<file path="src/rtl/fifo_single_clock_ram_ext.sv">
// Single-clock FIFO on inferred block RAM with registered read port; normal or FWFT read mode.
// Define FIFO_STATS_EN to add high-water mark and rejected-request counters.
`timescale 1ns/1ps
module fifo_single_clock_ram_ext #(
   parameter string FWFT_MODE  = "FALSE",
   parameter int    DEPTH      = 6,
   parameter int    DEPTH_W    = $clog2(DEPTH+1),
   parameter int    DATA_W     = 16,
   parameter int    AFULL_LVL  = DEPTH-1,
   parameter int    AEMPTY_LVL = 1,
   parameter string RAM_STYLE  = "block"
) (
   input  logic               clk,
   input  logic               nrst,
   input  logic               w_req,
   input  logic [DATA_W-1:0]  w_data,
   input  logic               r_req,
   output logic [DATA_W-1:0]  r_data,
   output logic [DEPTH_W-1:0] cnt,
   output logic               empty,
   output logic               full,
   output logic               afull,
   output logic               aempty,
   output logic               fail,
   input  logic               stats_clr,
   output logic [DEPTH_W-1:0] max_cnt,
   output logic [15:0]        ovf_cnt,
   output logic [15:0]        unf_cnt
);

   localparam int                 PTR_W    = (DEPTH > 1) ? $clog2(DEPTH) : 1;
   localparam bit                 FWFT     = (FWFT_MODE == "TRUE");
   localparam logic [PTR_W-1:0]   PTR_LAST = PTR_W'(DEPTH-1);
   localparam logic [DEPTH_W-1:0] DEPTH_C  = DEPTH_W'(DEPTH);
   localparam logic [DEPTH_W-1:0] AFULL_C  = DEPTH_W'(AFULL_LVL);
   localparam logic [DEPTH_W-1:0] AEMPTY_C = DEPTH_W'(AEMPTY_LVL);

   (* ram_style = RAM_STYLE *) logic [DATA_W-1:0] mem_q [DEPTH];

   logic [PTR_W-1:0]   wr_ptr_q, wr_ptr_d;
   logic [PTR_W-1:0]   rd_ptr_q, rd_ptr_d;
   logic [DEPTH_W-1:0] cnt_q, cnt_d;
   logic [DATA_W-1:0]  r_data_q;
   logic               dout_vld_q, dout_vld_d;
   logic [DEPTH_W-1:0] ram_cnt;
   logic               rd_ok, wr_ok, ram_rd;

   function automatic logic [PTR_W-1:0] ptr_inc(input logic [PTR_W-1:0] p);
      return (p == PTR_LAST) ? '0 : p + PTR_W'(1);
   endfunction

   // In FWFT mode the RAM output register doubles as the presented word, so
   // cnt covers it and the RAM itself holds cnt minus that staged word.
   assign empty   = FWFT ? !dout_vld_q : (cnt_q == '0);
   assign ram_cnt = cnt_q - DEPTH_W'(FWFT && dout_vld_q);
   assign full    = (cnt_q == DEPTH_C);
   assign afull   = (cnt_q >= AFULL_C);
   assign aempty  = (cnt_q <= AEMPTY_C);
   assign rd_ok   = r_req && !empty;
   assign wr_ok   = w_req && (!full || rd_ok);
   assign fail    = (r_req && !rd_ok) || (w_req && !wr_ok);
   assign ram_rd  = FWFT ? ((ram_cnt != '0) && (!dout_vld_q || rd_ok)) : rd_ok;
   assign cnt     = cnt_q;
   assign r_data  = r_data_q;

   always_comb begin
      cnt_d      = cnt_q;
      wr_ptr_d   = wr_ptr_q;
      rd_ptr_d   = rd_ptr_q;
      dout_vld_d = dout_vld_q;
      if (wr_ok && !rd_ok) begin
         cnt_d = cnt_q + DEPTH_W'(1);
      end else if (!wr_ok && rd_ok) begin
         cnt_d = cnt_q - DEPTH_W'(1);
      end
      if (wr_ok) begin
         wr_ptr_d = ptr_inc(wr_ptr_q);
      end
      if (ram_rd) begin
         rd_ptr_d   = ptr_inc(rd_ptr_q);
         dout_vld_d = 1'b1;
      end else if (rd_ok) begin
         dout_vld_d = 1'b0;
      end
   end

   always_ff @(posedge clk) begin
      if (wr_ok) begin
         mem_q[wr_ptr_q] <= w_data;
      end
   end

   // Read-first: a simultaneous write to the same address returns the old word.
   always_ff @(posedge clk) begin
      if (!nrst) begin
         wr_ptr_q   <= '0;
         rd_ptr_q   <= '0;
         cnt_q      <= '0;
         r_data_q   <= '0;
         dout_vld_q <= 1'b0;
      end else begin
         wr_ptr_q   <= wr_ptr_d;
         rd_ptr_q   <= rd_ptr_d;
         cnt_q      <= cnt_d;
         dout_vld_q <= dout_vld_d;
         if (ram_rd) begin
            r_data_q <= mem_q[rd_ptr_q];
         end
      end
   end

`ifdef FIFO_STATS_EN
   logic [DEPTH_W-1:0] max_cnt_q;
   logic [15:0]        ovf_cnt_q, unf_cnt_q;

   always_ff @(posedge clk) begin
      if (!nrst || stats_clr) begin
         max_cnt_q <= '0;
         ovf_cnt_q <= '0;
         unf_cnt_q <= '0;
      end else begin
         if (cnt_d > max_cnt_q) begin
            max_cnt_q <= cnt_d;
         end
         if (w_req && !wr_ok && (ovf_cnt_q != 16'hFFFF)) begin
            ovf_cnt_q <= ovf_cnt_q + 16'd1;
         end
         if (r_req && !rd_ok && (unf_cnt_q != 16'hFFFF)) begin
            unf_cnt_q <= unf_cnt_q + 16'd1;
         end
      end
   end

   assign max_cnt = max_cnt_q;
   assign ovf_cnt = ovf_cnt_q;
   assign unf_cnt = unf_cnt_q;
`else
   logic unused_stats_clr;
   assign unused_stats_clr = stats_clr;
   assign max_cnt = '0;
   assign ovf_cnt = '0;
   assign unf_cnt = '0;
`endif

endmodule

</file>
<file path="config.mk">
export PLATFORM = sky130hd
export DESIGN_NAME = fifo_single_clock_ram_ext
export DESIGN_NICKNAME = d
export VERILOG_FILES = /design/src/rtl/fifo_single_clock_ram_ext.sv
export SDC_FILE = /design/constraint.sdc
export NUM_CORES = 1
export LEC_CHECK = 0
export BUFFER_PORTS_ARGS = -buffer_cell sky130_fd_sc_hd__buf_2
export CAP_MARGIN = 20
export CELL_PAD_IN_SITES_DETAIL_PLACEMENT = 0
export CELL_PAD_IN_SITES_GLOBAL_PLACEMENT = 1
export CORE_ASPECT_RATIO = 1.1
export CORE_MARGIN = 3
export CORE_UTILIZATION = 46
export CTS_CLUSTER_SIZE = 30
export DETAILED_ROUTE_END_ITERATION = 8
export PLACE_DENSITY_LB_ADDON = 0.12
export SYNTH_ARGS = -nofsm -noshare
export SYNTH_HDL_FRONTEND = slang
export SYNTH_SLANG_ARGS = --single-unit
</file>
<file path="constraint.sdc">
create_clock -name clk -period 5.2 [get_ports clk]
set_input_delay 1.56 -clock clk [delete_from_list [all_inputs] [get_ports clk]]
set_output_delay 1.56 -clock clk [all_outputs]
set_load 0.1 [all_outputs]
</file>
==> metrics.md, run 1 <==
| Metric | Value |
|---|---|
| Root buffer cell | clkbuf_16 |
| CTS tree | built |
| Die area | 0.0123 mm2 |
| Setup crit end kind | primary output |
| Mapped Cells | between 300 and 400 |
| ANT cells | 0 |
| Main flop type after synthesis | edfxtp_1 |
| Post-CTS Setup Inserts | 0 |
| Vias per cell | slightly above 5 |
| Synth cell types | 40 |
| Synth Cell Area | 0.00504 mm2 |
| Critical Path AT | 2.34 ns |
| WP buf/inv | 2 |
| H-tree depth | 4 |
| WL/cell | around 18 um |
| Worst EP required | roughly 3.6 ns |
| Critical Path Start Type | input pin |
| Clk buf depth | 2 |
| RSZ-0062 raised after global routing | no |
| Hold Vio Cnt, Final | 0 |
| Area grow syn2layout | 17.1% |
| DP Area | 0.00535 mm2 |
| Synthesized flop and latch total | between 100 and 150 |
| Initial antenna violation count | 0 |
| Critical path class | in -> out |
| Final setup fails | 0 |
| Initial DRC Count | 110 |
| Slew at the pin closest to its max-slew limit | about 0.97 ns |
| Rel. slew slack | 35.0% |
| Final Cell Area | 0.00591 mm2 |
| R2R Path Start | cnt[0]$_SDFFE_PN0P_ |
| Post-synth EDFFs | 96 |
| Status | completed |
| HP Class | reg -> reg |
| Starting Density | between 40% and 50% |
| Family with the most delay on the worst path | buffers and inverters |
| Power per cell area | 565 mW/mm2 |
| Number of max-cap violations | 0 |
| Post-Route WL | 9630 um |
| Pin count of the biggest net entering global routing | 23 |
| Warnings, synthesis | 0 |
| Max VDD drop | between 0.3 and 0.4 mV |
| Remaining Overflow, GRT | 0 |
| CP startpoint | r_req |
| Detail Placement HPWL | 5750 um |
| Final Wtd Congestion | 0.671 |
| Slowest stage delay, CP | 0.43 ns |
| TNS Setup | 0 ns |
| Post-synth ARST share | 0% |
| Drt first pass iters | 4 |
| Vias after detailed routing | about 2,800 |
| Clk_lat worst skew | between 0.4 and 0.5 ns |
| Global Route Usage Sum | 17.1% |
| FP Rows | 39 |
| Post-CTS Resized | 0 |
| Worst Min Path Start | r_data[1]$_SDFFE_PN0P_ |
| Hold-fix buffers, CTS | 0 |
| Remaining DRCs | 0 |
| CORE AREA | 0.0105 mm2 |
| Clock-pin slew on the worst setup and hold paths | 0.05 ns |
| Vias in the first global route | between 2,000 and 3,000 |
| Die W | roughly 110 um |
| Share of cells above drive strength 1 | approximately 28% |
| Final net count | 419 |
| CP Max Fanout | 10 |
| Num ports | 80 |
| Syn avg cell area | 15.1 um2 |
| Fmax | 256 MHz |
| Fin. max-slew vios | 0 |
| Chip height | about 120 um |
| Highest-delay cell along the critical path | buf_2 |
| Clock Skews | 0.0103 ns |
| Clock sink total | between 100 and 150 |
| Minimum clock period | 3.90 ns |
| LEAKAGE | 2.23 nW |
| CTS Buf Count | 17 |
| Register area share after synthesis | 67.1% |
| IO buf count | 43 |
| DRT antenna net count | 0 |
| First-pass GRT wire length | 15,100 um |
| Cells along the critical path | buf_2 -> a21oi_1 -> a21oi_1 -> buf_2 |
| Crit share post-route | roughly three quarters |
==> layer usage <==
metal  up-vias  track usage (%)  share of wire [%]
met5         -                0                  0
met4         0             6.56                1.2
met3        10             5.52                4.9
met2        86             26.5                 47
met1      1374             22.7                 47
li1       1319                -                  -
==> final timing paths <==
check	end	slack, ns	cells after the start
setup / recovery	fail	1.30	4
hold / removal	r_data[1]$_SDFFE_PN0P_	0.46	1
setup reg to reg	mem_q[2][12]$_DFFE_PP_	2.71	6
hold reg to reg	r_data[1]$_SDFFE_PN0P_	0.46	1
==> per-stage QoR <==
stage	power, mW	cells	util [%]	setup WS, ns	hold slack, ns
2_1_floorplan	2.10	369	-	0.222	0.497
3_3_place_gp	2.26	515	50.6	1.30	0.450
6_report	3.33	548	56.0	1.30	0.463
4_1_cts	3.37	548	56.0	1.29	0.469
5_1_grt	3.48	548	56.0	1.23	0.480
3_5_place_dp	2.27	516	50.7	1.30	0.456
==> cell usage after synthesis, types with 2 or more instances <==
master,instances,area (um2)
o21ai_0,3,15.0
buf_4,39,293
a21oi_1,8,40.0
buf_2,9,45.0
nand2_1,21,78.8
inv_2,2,7.51
dfxtp_1,25,500
nor2_1,6,22.5
nor2b_1,2,12.5
o31ai_1,3,22.5
a32o_2,16,180
edfxtp_1,96,2880
mux2i_1,51,510
inv_1,4,15.0
nand4_1,2,12.5
a22oi_1,16,120
or3_1,3,18.8
nor3_1,2,10.0
ha_1,6,75.1
==> power breakdown <==
part,switching [mW],internal (mW),total [mW]
Clock,0.380,0.712,1.09
Sequential,0.0524,1.12,1.18
Combinational,0.845,0.221,1.07
==> layout make-up <==
| class | count | area, um2 |
|---|---|---|
| Timing Repair Buffer | 54 | 305 |
| Inverter | 8 | 46.3 |
| Sequential cell | 121 | 3380 |
| Clock inverter | 9 | 100 |
| Clock buffer | 23 | 458 |
| Multi-Input combinational cell | 190 | 1430 |
| Fill cell | 871 | 4630 |
| Tap cell | 143 | 179 |
==> flip-flops by register name, indices dropped and copies added, names as in the netlist <==
register / count
wr_ptr_q: 3
r_data: 16
rd_ptr_q: 3
mem_q: 96
cnt: 3
==> cell usage in the layout (no fill, tap or decap), types with 2 or more instances in the layout <==
cell,count
mux2i_1,51
clkinvlp_4,2
a32o_2,16
dfxtp_1,24
inv_1,4
o21ai_0,3
o31ai_1,3
clkinv_2,5
nand2_1,21
a22oi_1,16
nand4_1,2
conb_1,35
ha_1,6
buf_4,10
bufinv_16,2
buf_2,43
nor3_2,2
clkbuf_16,17
a21oi_1,8
inv_2,2
clkbuf_1,5
nor2_1,5
edfxtp_1,96
or3_1,3
==> kinds of logic after synthesis <==
family	synth area share [%]
other	0.0743
adder cells (fa/ha/maj)	1.49
XOR/XNOR	0.347
buffers and inverters	7.91
multiplexers	10.1
AO/OA/AOI/OAI	8.01
AND/OR/NAND/NOR	4.99
flip-flops	67.1
(Power assumes the default switching activity.)
==> run 2: changes to the inputs <==
- ABC_AREA: unset -> 1
- CORE_UTILIZATION: 46 -> 44
- clock period: 5.2 -> 3.8 ns (I/O delays scaled with it)
==> run 2 against run 1 <==
  * Sequential share of layout area down 2.3 points
  * Sequential power up 37%
  * Global-route usage down 0.24 points
  * Final cell count up 34%
==> metrics.md, run 2 <==
| Metric | Value |
|---|---|
| Status | completed (unchanged) |
| Post-CTS Setup Inserts | 0 (unchanged) |
| Synth cell count leaders | nand2_1, edfxtp_1, inv_1 (was edfxtp_1, mux2i_1, buf_4) |
| Sequential share of power | 34.3% (was 35.3%) |
| Num ports | 80 (unchanged) |
| Critical path class | in -> out (unchanged) |
| Family with the most delay on the worst path | buffers and inverters (unchanged) |
| Most frequent cells in the layout | nand2_1, edfxtp_1, inv_1 (was edfxtp_1, mux2i_1, buf_2) |
| Highest-delay cell along the critical path | buf_2 (unchanged) |
| Leading area contributor after synthesis | edfxtp_1 (unchanged) |
| Die area | 0.0136 mm2 (was 0.0123 mm2) |
| Switching Share | 41.0% (was 38.3%) |
| Hold-fix buffers, CTS | 0 (unchanged) |
| Post-Route WL | 10,700 um (was 9630 um) |
| Post-CTS Resized | 0 (unchanged) |
| Power per cell area | 768 mW/mm2 (was 565 mW/mm2) |
| Synth cell types | 28 (was 40) |
| CP dominant cell by count | buf_2 |
| H-tree depth | 4 (unchanged) |
| WL/cell | 14.5 um (was 17.6 um) |
| Synth Cell Area | 0.00537 mm2 (was 0.00504 mm2) |
| Reg2reg setup slack | 1.48 ns (was 2.71 ns) |
| Global Route Usage Sum | 16.9% (was 17.1%) |
| Vias per cell | 4.71 (was 5.09) |
| Vias in the first global route | 3,282 (was 2,696) |
| Met3 wire length | 545 um (was 473 um) |
| Cell internal pwr | 2.78 mW (was 2.06 mW) |
| CTS Buf Count | 17 (unchanged) |
| Final Wtd Congestion | 0.757 (was 0.671) |
| Metal2 WL | 5240 um (was 4510 um) |
| Final core utilization | 52.6% (was 56.0%) |
| NetSw | 1.94 mW (was 1.28 mW) |
| Max VDD drop | 0.715 mV (was 0.399 mV) |
| Critical Path AT | 2.14 ns (was 2.34 ns) |
| Number of max-cap violations | 0 (unchanged) |
| CTS tree | built (unchanged) |
| Register area share after synthesis | 63.0% (was 67.1%) |
| Detail Placement HPWL | 6200 um (was 5750 um) |
| CORE AREA | 0.0117 mm2 (was 0.0105 mm2) |
| Max reg flops | 96 (unchanged) |
| Drt first pass iters | 4 (unchanged) |
| HP Class | reg -> reg (unchanged) |
| First-pass GRT wire length | 17,300 um (was 15,100 um) |
| Top sig layer | met4 (unchanged) |
| Hold Vio Cnt, Final | 0 (unchanged) |
| Minimum clock period | approximately 3.3 ns |
| Fmax | 305 MHz |
| Crit share post-route | a little under nine tenths |
| Fin. max-slew vios | 0 (unchanged) |
| Clock sink total | 121 (unchanged) |
| Synth top area share | 53.7% (was 57.1%) |
| Slew at the pin closest to its max-slew limit | 0.930 ns (was 0.973 ns) |
| Final setup fails | 0 (unchanged) |
| Die W | 111 um (was 106 um) |
| LEAKAGE | 2.70 nW (was 2.23 nW) |
| Worst EP required | 2.66 ns (was 3.64 ns) |
| DRT antenna net count | 0 (unchanged) |
| Rel. slew slack | 37.9% (was 35.0%) |
| Syn avg cell area | 10.2 um2 (was 15.1 um2) |
| Initial DRC Count | 171 (was 110) |
| FP Rows | 41 (was 39) |
| Most common cell in the netlist | nand2_1 (was edfxtp_1) |
| Warnings, synthesis | 0 (unchanged) |
| Root buffer cell | clkbuf_16 (unchanged) |
| WL met1 | 4760 um (was 4530 um) |
| Starting Density | 45.9% (was 47.9%) |
| Final net count | 600 (was 419) |
| Pin count of the biggest net entering global routing | 51 (was 23) |
| Comb pwr share | 35.0% (was 32.0%) |
| Commonest non-fill, non-tap cell in the layout | nand2_1 (was edfxtp_1) |
| Cells along the critical path | buf_2 -> inv_1 -> nor2_8 -> a21oi_2 -> buf_2 (was buf_2 -> a21oi_1 -> a21oi_1 -> buf_2) |
| Chip height | 122 um (was 116 um) |
| IO buf count | 43 (unchanged) |
| Critical Path Start Type | input pin (unchanged) |
| Vias after detailed routing | 3,463 (was 2,789) |
| Power share of the clock group | 30.7% (was 32.8%) |
| Mapped Cells | 524 (was 335) |
| Initial antenna violation count | 0 (unchanged) |
| Clock Skews | 0.00678 ns (was 0.0103 ns) |
| Main area contributors after synthesis | edfxtp_1, nand2_1, dfxtp_1, buf_4, inv_1 (was edfxtp_1, mux2i_1, dfxtp_1, buf_4, a32o_2) |
| Slowest stage delay, CP | 0.43 ns (about the same) |
| Main flop type after synthesis | edfxtp_1 (unchanged) |
| Post-synth EDFFs | 96 (unchanged) |
| Share of cells above drive strength 1 | 18.8% (was 28.1%) |
| ANT cells | 0 (unchanged) |
| Remaining DRCs | 0 (unchanged) |
| Area grow syn2layout | 14.5% (was 17.1%) |
| WP buf/inv | 3 (was 2) |
| RSZ-0062 raised after global routing | no (unchanged) |
| Setup crit end kind | primary output (unchanged) |
| Post-synth ARST share | 0% (unchanged) |
| Clock-pin slew on the worst setup and hold paths | 0.05 ns (about the same) |
| Biggest register | mem_q (unchanged) |
| Synthesized flop and latch total | 121 (unchanged) |
| TNS Setup | 0 ns (unchanged) |
| Remaining Overflow, GRT | 0 (unchanged) |
| CP Max Fanout | 19 (was 10) |
| Clk buf depth | 2 (unchanged) |
| Clk_lat worst skew | 0.40 ns (was 0.41 ns) |
## run 2: worst paths after layout
check             cells past startpoint                      to              startpoint
setup / recovery                      5                    fail                   r_req
hold / removal                        2  r_data[4]$_SDFFE_PN0P_  r_data[4]$_SDFFE_PN0P_
setup reg to reg                     10     cnt[2]$_SDFFE_PN0P_     cnt[0]$_SDFFE_PN0P_
hold reg to reg                       2  r_data[4]$_SDFFE_PN0P_  r_data[4]$_SDFFE_PN0P_
## run 2: layout make-up
cell class	count	area (um2)
Clock inverter	4	45.0
Fill cell	1067	5550
Inverter	51	191
Tap cell	150	188
Sequential cell	121	3380
Timing Repair Buffer	52	283
Multi-Input combinational cell	330	1560
Clock buffer	28	497
## run 2: per-layer routing
| metal | global-route usage, % | up-vias |
|---|---|---|
| met2 | 28.0 | 98 |
| met5 | 0 | - |
| li1 | - | 1740 |
| met1 | 21.2 | 1616 |
| met3 | 4.67 | 9 |
| met4 | 6.46 | 0 |
## run 2: cells by family (layout without fill, tap and decap cells)
family / Yosys count / in the layout / share of synthesized area [%]
flops: 121 / 121 / 63.0
compound gates: 64 / 64 / 7.46
other cells: 1 / 35 / 0.0698
buf+inv: 107 / 135 / 11.0
xor+xnor: 1 / 1 / 0.163
fa+ha+maj: 6 / 6 / 1.40
simple gates: 224 / 224 / 16.9
## run 2: power by group through the flow
stage / sequential (mW) / clock (mW) / combinational (mW)
floorplan: 2.11 / 0 / 0.985
global placement: 1.64 / 0 / 1.65
detailed placement: 1.65 / 0 / 1.67
CTS: 1.62 / 1.48 / 1.67
global route: 1.63 / 1.54 / 1.79
finish: 1.62 / 1.45 / 1.65
## run 2: stage by stage
| stage | setup slack, ns | power [mW] | cells | instance area (um2) | hold WS [ns] |
|---|---|---|---|---|---|
| 2_1_floorplan | -0.289 | 3.10 | 558 | 5510 | 0.477 |
| 3_3_place_gp | 0.526 | 3.29 | 704 | 5610 | 0.518 |
| 3_5_place_dp | 0.518 | 3.31 | 704 | 5610 | 0.517 |
| 4_1_cts | 0.512 | 4.77 | 736 | 6150 | 0.531 |
| 5_1_grt | 0.446 | 4.96 | 736 | 6150 | 0.571 |
| 6_report | 0.519 | 4.72 | 736 | 6150 | 0.526 |
## run 2: tightest hold or removal path, delay by kind of cell, from the launching register on
family / cells / cell delay (ns)
compound gates: 2 / 0.17
flops: 1 / 0.32
==> run 3: changes to the inputs <==
- TNS_END_PERCENT: unset -> 10
- clock period: 3.8 -> 3.7 ns (I/O delays scaled with it)
==> run 3 against run 2 <==
  * Routed wire length increased by 1.2%
  * Critical path type unchanged
  * Non-clock buffer count stayed put
  * Total power rose by 4.7%
==> metrics.md, run 3 (synthesis results as in run 2) <==
| Metric | Value |
|---|---|
| Status | completed (unchanged) |
| Critical Path Start Type | input pin (unchanged) |
| Critical Path AT | 2.11 ns (was 2.14 ns) |
| Max reg flops | 96 (unchanged) |
| Met1 usage | 21.1% (was 21.2%) |
| Hold-fix buffers, CTS | 0 (unchanged) |
| Fin. max-slew vios | 0 (unchanged) |
| Hold Vio Cnt, Final | 0 (unchanged) |
| Drt first pass iters | 4 (unchanged) |
| Number of max-cap violations | 0 (unchanged) |
| Minimum clock period | around 3.2 ns |
| Area grow syn2layout | 15.1% (was 14.5%) |
| Remaining Overflow, GRT | 0 (unchanged) |
| Clk_lat worst skew | 0.41 ns (was 0.40 ns) |
| Met2 Usage GRT | 27.8% (was 28.0%) |
| Root buffer cell | clkbuf_16 (unchanged) |
| Top Usage Layer GRT | met2 (unchanged) |
| Dpl ws | 0.458 ns (was 0.518 ns) |
| Final Cell Area | 0.00618 mm2 (was 0.00615 mm2) |
| CTS tree | built (unchanged) |
| CORE AREA | 0.0117 mm2 (unchanged) |
| DRT antenna net count | 0 (unchanged) |
| Fmax | 311 MHz |
| ANT cells | 0 (unchanged) |
| Final Wtd Congestion | 0.750 (was 0.757) |
| Detail Placement HPWL | 6140 um (was 6200 um) |
| Post-CTS Resized | 0 (unchanged) |
| Grt met3 use | 4.27% (was 4.67%) |
| Chip height | 122 um (unchanged) |
| HP Class | reg -> reg (unchanged) |
| Max VDD drop | 0.739 mV (was 0.715 mV) |
| Clk buf depth | 2 (unchanged) |
| Power share of the clock group | 32.0% (was 30.7%) |
| IO buf count | 43 (unchanged) |
| Initial DRC Count | 179 (was 171) |
| CTS Buf Count | 17 (unchanged) |
| Rel. slew slack | 36.0% (was 37.9%) |
| Commonest non-fill, non-tap cell in the layout | nand2_1 (unchanged) |
| H-tree depth | 4 (unchanged) |
| Pin count of the biggest net entering global routing | 51 (unchanged) |
| FP Rows | 41 (unchanged) |
| NetSw | 2.05 mW (was 1.94 mW) |
| Vias per cell | 4.69 (was 4.71) |
| Final setup fails | 0 (unchanged) |
| Worst hold margin | 0.525 ns (was 0.526 ns) |
| Setup crit end kind | primary output (unchanged) |
| Sequential share of power | 33.7% (was 34.3%) |
| CP Max Fanout | 19 (unchanged) |
| Final worst setup slack | 0.484 ns (was 0.519 ns) |
| Worst EP required | 2.59 ns (was 2.66 ns) |
| Post-Route WL | 10,800 um (was 10,700 um) |
| Num ports | 80 (unchanged) |
| Share of cells above drive strength 1 | 19.8% (was 18.8%) |
| Final net count | 600 (unchanged) |
| Die area | 0.0136 mm2 (unchanged) |
| Most frequent cells in the layout | nand2_1, edfxtp_1, inv_1 (unchanged) |
| Clock-pin slew on the worst setup and hold paths | 0.05 ns (about the same) |
| Clock Skews | 0.0113 ns (was 0.00678 ns) |
| LEAKAGE | 2.72 nW (was 2.70 nW) |
| DP Area | 0.00561 mm2 (unchanged) |
| Remaining DRCs | 0 (unchanged) |
| Clock sink total | 121 (unchanged) |
| Switching Share | 41.5% (was 41.0%) |
| Global Route Usage Sum | 16.8% (was 16.9%) |
| Critical path class | in -> out (unchanged) |
| Power per cell area | 799 mW/mm2 (was 768 mW/mm2) |
| Vias in the first global route | 3,228 (was 3,282) |
| First-pass GRT wire length | 17,100 um (was 17,300 um) |
| Post-CTS Setup Inserts | 0 (unchanged) |
| RSZ-0062 raised after global routing | no (unchanged) |
| Slew at the pin closest to its max-slew limit | 0.959 ns (was 0.930 ns) |
| WL/cell | 14.7 um (was 14.5 um) |
| Cell internal pwr | 2.89 mW (was 2.78 mW) |
| Vias after detailed routing | 3,452 (was 3,463) |
| Comb pwr share | 34.3% (was 35.0%) |
| Crit share post-route | 86.9% |
| Initial antenna violation count | 0 (unchanged) |
| Die W | 111 um (unchanged) |
| Starting Density | 45.9% (unchanged) |
| Biggest register | mem_q (unchanged) |
==> run 3: changes by cell type in the layout (fill, tap and decap cells not counted), sizes merged <==
cell	change
clkbuf	-8
clkinv	+5
clkinvlp	+2
bufinv	+1
==> run 3: power by group through the flow <==
stage / clock [mW] / combinational, mW / sequential (mW)
floorplan: 0 / 1.01 / 2.17
global placement: 0 / 1.69 / 1.69
detailed placement: 0 / 1.71 / 1.69
CTS: 1.60 / 1.72 / 1.66
global route: 1.67 / 1.83 / 1.68
finish: 1.58 / 1.70 / 1.66
==> run 3: routing by layer <==
metal / routed length, um / vias up / part of all wire, %
met2: 5260 / 99 / 49
met5: 0 / - / 0
met4: 152 / 0 / 1.4
li1: - / 1740 / -
met1: 4840 / 1601 / 45
met3: 536 / 12 / 5.0
==> run 3: worst paths after layout <==
path / from / endpoint / slack, ns / cells after the start
min: r_data[4]$_SDFFE_PN0P_ / r_data[4]$_SDFFE_PN0P_ / 0.53 / 2
max: r_req / fail / 0.48 / 5
max reg2reg: cnt[0]$_SDFFE_PN0P_ / cnt[2]$_SDFFE_PN0P_ / 1.38 / 9
min reg2reg: r_data[4]$_SDFFE_PN0P_ / r_data[4]$_SDFFE_PN0P_ / 0.53 / 2
==> run 3: area by class of cell <==
cell class	count	area [um2]
Fill cell	1055	5520
Sequential cell	121	3380
Multi-Input combinational cell	330	1560
Clock buffer	20	447
Timing Repair Buffer	52	283
Inverter	51	191
Tap cell	150	188
Clock inverter	12	126
==> run 3: critical path, stage by stage <==
cell	delay [ns]
buf_2	0.12
inv_1	0.20
nor2_8	0.13
a21oi_2	0.12
buf_2	0.43
==> run 3: per-stage QoR <==
step	cells	utilization [%]	setup TNS [ns]	power, mW
6_report	736	52.8	0	4.94
5_1_grt	736	52.8	0	5.17
4_1_cts	736	52.8	0	4.98
3_5_place_dp	704	47.9	0	3.40
3_3_place_gp	704	47.9	0	3.38
2_1_floorplan	558	-	-25.34	3.18
